===== config.mk =====
export PLATFORM = sky130hd
export DESIGN_NAME = clock_reset_sequencer
export DESIGN_NICKNAME = d
export VERILOG_FILES = /design/src/rtl/clock_reset_pkg.sv /design/src/rtl/sync_bit.sv /design/src/rtl/clock_reset_sequencer.sv
export SDC_FILE = /design/constraint.sdc
export NUM_CORES = 1
export LEC_CHECK = 0
export BUFFER_PORTS_ARGS = -buffer_cell sky130_fd_sc_hd__clkbuf_2
export CAP_MARGIN = 20
export CORE_MARGIN = 1.5
export CORE_UTILIZATION = 45
export DETAILED_ROUTE_END_ITERATION = 10
export RECOVER_POWER = 25
export SLEW_MARGIN = 10
export SYNTH_ARGS = -nofsm -noshare
export SYNTH_HDL_FRONTEND = slang
export SYNTH_SLANG_ARGS = --single-unit

===== constraint.sdc =====
create_clock -name clk_in -period 3.3 [get_ports clk_in]
set_input_delay 0.66 -clock clk_in [delete_from_list [all_inputs] [get_ports clk_in]]
set_output_delay 0.66 -clock clk_in [all_outputs]
set_load 0.01 [all_outputs]

===== src/rtl/clock_reset_pkg.sv =====
// Shared types for the clock/reset sequencer.
// State encoding and counter sizing helper.
package clock_reset_pkg;

  typedef enum logic [1:0] {
    HOLD,
    SETTLE,
    STAGE1,
    RUN
  } state_e;

  // Counter must hold the larger of the two dwell lengths without wrapping.
  function automatic int cnt_width(input int a, input int b);
    return $clog2((a > b) ? a : b) + 1;
  endfunction

endpackage


===== src/rtl/sync_bit.sv =====
// Multi-flop synchroniser for a single asynchronous level.
// Async active-high clear forces every stage to 0.
module sync_bit #(
  parameter int SYNC_STAGES = 2
) (
  input  logic clk_in,
  input  logic rst,
  input  logic d,
  output logic q
);

  logic [SYNC_STAGES-1:0] sync_q;
  logic [SYNC_STAGES-1:0] sync_d;

  // Shift the raw level in at the bottom of the chain.
  always_comb begin
    sync_d = {sync_q[SYNC_STAGES-2:0], d};
  end

  // Synchroniser flops.
  always_ff @(posedge clk_in or posedge rst) begin
    if (rst) sync_q <= '0;
    else     sync_q <= sync_d;
  end

  assign q = sync_q[SYNC_STAGES-1];

endmodule


===== src/rtl/clock_reset_sequencer.sv =====
// Staged reset release driven by MMCM lock status.
// Hub reset drops first, cog reset STAGE_GAP cycles later.
module clock_reset_sequencer
  import clock_reset_pkg::*;
#(
  parameter int SYNC_STAGES = 2,
  parameter int LOCK_CYCLES = 1024,
  parameter int STAGE_GAP   = 16,
  parameter int LOSS_W      = 8
) (
  input  logic              clk_in,
  input  logic              rst,
  input  logic              locked,
  input  logic              soft_req,
  output logic              res_hub,
  output logic              res_cog,
  output logic              ready,
  output logic [LOSS_W-1:0] loss_count
);

  localparam int CW = cnt_width(LOCK_CYCLES, STAGE_GAP);
  localparam logic [CW-1:0] LOCK_LAST = CW'(LOCK_CYCLES - 1);
  localparam logic [CW-1:0] GAP_LAST  = CW'(STAGE_GAP - 1);

  logic locked_s;
  logic soft_s;
  logic soft_pulse;

  state_e            state_q, state_d;
  logic [CW-1:0]     cnt_q, cnt_d;
  logic [LOSS_W-1:0] loss_q, loss_d;
  logic              soft_prev_q;
  logic              res_hub_q, res_hub_d;
  logic              res_cog_q, res_cog_d;
  logic              ready_q, ready_d;

  sync_bit #(.SYNC_STAGES(SYNC_STAGES)) u_sync_locked (
    .clk_in (clk_in),
    .rst    (rst),
    .d      (locked),
    .q      (locked_s)
  );

  sync_bit #(.SYNC_STAGES(SYNC_STAGES)) u_sync_soft (
    .clk_in (clk_in),
    .rst    (rst),
    .d      (soft_req),
    .q      (soft_s)
  );

  assign soft_pulse = soft_s & ~soft_prev_q;

  // Next state, dwell counter and loss counter; lock loss outranks soft restart.
  always_comb begin
    state_d = state_q;
    cnt_d   = cnt_q;
    loss_d  = loss_q;
    unique case (state_q)
      HOLD: begin
        if (locked_s) begin
          state_d = SETTLE;
          cnt_d   = '0;
        end
      end
      SETTLE: begin
        cnt_d = cnt_q + 1'b1;
        if (!locked_s) begin
          state_d = HOLD;
          cnt_d   = '0;
        end else if (soft_pulse) begin
          state_d = SETTLE;
          cnt_d   = '0;
        end else if (cnt_q == LOCK_LAST) begin
          state_d = STAGE1;
          cnt_d   = '0;
        end
      end
      STAGE1: begin
        cnt_d = cnt_q + 1'b1;
        if (!locked_s) begin
          state_d = HOLD;
          cnt_d   = '0;
          if (loss_q != '1) loss_d = loss_q + 1'b1;
        end else if (soft_pulse) begin
          state_d = SETTLE;
          cnt_d   = '0;
        end else if (cnt_q == GAP_LAST) begin
          state_d = RUN;
          cnt_d   = '0;
        end
      end
      RUN: begin
        if (!locked_s) begin
          state_d = HOLD;
          cnt_d   = '0;
          if (loss_q != '1) loss_d = loss_q + 1'b1;
        end else if (soft_pulse) begin
          state_d = SETTLE;
          cnt_d   = '0;
        end
      end
      default: begin
        state_d = HOLD;
        cnt_d   = '0;
      end
    endcase
  end

  // Outputs decoded from the next state so they register glitch-free.
  always_comb begin
    res_hub_d = (state_d == HOLD) || (state_d == SETTLE);
    res_cog_d = (state_d != RUN);
    ready_d   = (state_d == RUN);
  end

  // State, counters and registered outputs.
  always_ff @(posedge clk_in or posedge rst) begin
    if (rst) begin
      state_q     <= HOLD;
      cnt_q       <= '0;
      loss_q      <= '0;
      soft_prev_q <= 1'b0;
      res_hub_q   <= 1'b1;
      res_cog_q   <= 1'b1;
      ready_q     <= 1'b0;
    end else begin
      state_q     <= state_d;
      cnt_q       <= cnt_d;
      loss_q      <= loss_d;
      soft_prev_q <= soft_s;
      res_hub_q   <= res_hub_d;
      res_cog_q   <= res_cog_d;
      ready_q     <= ready_d;
    end
  end

  assign res_hub    = res_hub_q;
  assign res_cog    = res_cog_q;
  assign ready      = ready_q;
  assign loss_count = loss_q;

endmodule


==> impl_metrics.tcl <==
set metrics [dict create \
    power.density_mw_per_mm2 485 \
    root_buffer "clkbuf_4" \
    final_cell_mix "dfrtp_1 (27), clkbuf_2 (14), nand2_1 (13), nor2_1 (9)" \
    numCtsBuffers 5 \
    min_path_type "input pin to async pin" \
    reg2reg_from "state_q[0]" \
    yosysUniqueCellTypes 41 \
    path_clk_slew_ns 0.09 \
    fillers 289 \
    status "finished clean" \
    path_class "register to register" \
    grt_pass1_vias 1031 \
    drc 0 \
    synth_seq_area_share_pct 49.6 \
    place.port_buffers 14 \
    cts_hold_buf 0 \
    ios 15 \
    cts_sinks 29 \
    overflow 0 \
    yosysTopAreaCell "dfrtp_1" \
    cts_buffer_depth 2 \
    start_util_pct 47.7 \
    fin_cells 201 \
    dp.cells 192 \
    dieWidth_um 60.1 \
    vias_per_cell 5.30 \
    num_vias 1065 \
    drtIter0Drc 26 \
    crit_fanout 6 \
    placedInstanceArea_sq_mm 0.00158 \
    grt_start_max_net_pins 30 \
    drt-total-wl_um 2580 \
    arrival_ns 2.39 \
    p_total_uw 821 \
    setup_viol 0 \
    area_delta_synth_final_pct 15.4 \
    first_pass_iters 4 \
    rr_worst_depth 7 \
    die_h_um 60.1 \
    tightest_slew_ns 0.538 \
    hold_viol 0 \
    r2r-end "loss_count[7]" \
    grt_setup_unrepaired "no" \
    maxCapViolCount 0 \
    final_nets 167 \
    end_kind "register" \
    antenna_found_initial 0 \
    grt_pass1_wl_um 4550 \
    worstPathRequired_ns 3.55 \
    finClkSkew_ns 0.00375 \
    hpwl_um 1890 \
    cp_cell_sequence "inv_1 > ha_1 > nor2_1 > a311oi_2 > nand4_1 > nor3_1 > xor2_1" \
    regToRegSetupSlack_ns 1.16 \
    row_count 20 \
    drv_slew 0 \
    htreeDepth 2 \
    core_sq_mm 0.00308 \
    ys_ff_latch 29 \
    syn-cell-area_sq_mm 0.00147 \
    cts_tree "built" \
    wire_per_inst_um 12.9 \
    yosys-top-cells-area "dfrtp_1 (46%), ha_1 (6.0%), xnor2_1 (4.8%)" \
    syn_nets 147 \
    leakagePower_nw 0.762 \
    min_period_ns 2.14 \
    postSynth.asyncResetShare_pct 100 \
    ys.flop_type "dfrtp_1" \
    synth_warnings 0 \
    ant_nets 0 \
    postCtsResizedCells 0 \
    layout_commonest_cell "dfrtp_1" \
    antennaDiodeCount 0 \
    max-vdd-ir-drop_uv 245 \
    grtUsageTotal_pct 17.4 \
    synth_cells 136 \
    die_area_sq_mm 0.00361 \
    max_freq_mhz 468 \
    gp_congestion 0.842 \
    cpPeakStageDelay_ns 0.48 \
    synth_top_area_share_pct 46.0 \
    slowest_stage "a311oi_2" \
    maxSlewHeadroom_pct 63.9 \
    layout-drive-gt1-share_pct 22.3 \
    synth.avg_cell_area_sq_um 10.8 \
    cp-start-kind "register" \
    stdcell_area_sq_mm 0.00169 \
    synth_edf_count 0 \
    fin_tns_setup_ns 0 \
    insertion_delay_ns 0.31 \
    min_period_over_period_pct 64.8 \
    post_cts_buffers 0 \
]
cell usage after synthesis, types with 3 or more instances:
| cell | instances |
|---|---|
| xor2_1 | 3 |
| ha_1 | 7 |
| inv_1 | 7 |
| a21oi_1 | 6 |
| nand2_1 | 13 |
| nand3_1 | 8 |
| xnor2_1 | 8 |
| dfrtp_1 | 27 |
| nand4_1 | 4 |
| nor3_1 | 4 |
| nor2_1 | 9 |
layer usage:
metal | track usage, % | vias up | routed length, um
met3 | 5.84 | 4 | 82
li1 | - | 522 | -
met5 | 0 | - | 0
met2 | 29.3 | 14 | 1300
met1 | 20.0 | 525 | 1170
met4 | 7.62 | 0 | 35
report_power, final:
part / leakage (nW) / internal [mW] / switching [mW]
logic: 0.331 / 0.0559 / 0.0852
registers: 0.385 / 0.367 / 0.0110
clock network: 0.0455 / 0.181 / 0.120
cells by family (layout without fill, tap and decap cells):
| family | Yosys count | count (layout) | share of synthesized area [%] |
|---|---|---|---|
| compound gates | 24 | 24 | 14.2 |
| simple gates | 54 | 54 | 19.5 |
| mux | 2 | 2 | 1.53 |
| fa+ha+maj | 7 | 7 | 5.97 |
| xor+xnor | 11 | 11 | 6.56 |
| flops | 29 | 29 | 49.6 |
| buf+inv | 9 | 30 | 2.56 |
flip-flops by register name (all words and copies together), names as in the netlist:
| signal | cells |
|---|---|
| cnt_q | 11 |
| soft_prev_q | 1 |
| loss_count | 8 |
| state_q | 2 |
| u_sync_locked.sync_q | 2 |
| res_cog | 1 |
| res_hub | 1 |
| u_sync_soft.sync_q | 2 |
| ready | 1 |
per-stage QoR:
| stage | hold slack [ns] | setup WS [ns] | utilization (%) |
|---|---|---|---|
| floorplan | 0.331 | 1.38 | - |
| global placement | 0.341 | 1.28 | 51.4 |
| detailed placement | 0.341 | 1.17 | 51.4 |
| CTS | 0.358 | 1.17 | 54.1 |
| global route | 0.287 | 0.935 | 55.0 |
| finish | 0.296 | 1.16 | 55.0 |
how the worst max path moves through the flow:
stage                        startpoint            end  slack [ns]  cells after the start
after global placement       state_q[0]  loss_count[7]        1.28                      7
after floorplan           loss_count[0]  loss_count[7]        1.38                      6
final                        state_q[0]  loss_count[7]        1.16                      7
after detailed placement     state_q[0]  loss_count[7]        1.17                      7
after global routing         state_q[0]  loss_count[7]        0.94                      7
after CTS                    state_q[0]  loss_count[7]        1.17                      7
worst max-delay path: cells and delay by family, from the launching register on:
family | cells | cell delay (ns)
flops | 1 | 0.42
xor+xnor | 1 | 0.16
buf+inv | 1 | 0.14
compound gates | 1 | 0.48
fa+ha+maj | 1 | 0.28
simple gates | 3 | 0.59
final cells by class:
type	instances	area (sq um)	area share (%)
inverters	7	26.3	1.55
clock buffers	7	55.1	3.25
clock inverters	1	30.0	1.77
multi-input cells	98	702	41.4
well taps	44	55.1	3.25
repair buffers	15	97.6	5.76
flip-flops and latches	29	728	43.0
(Power assumes the default switching activity.)
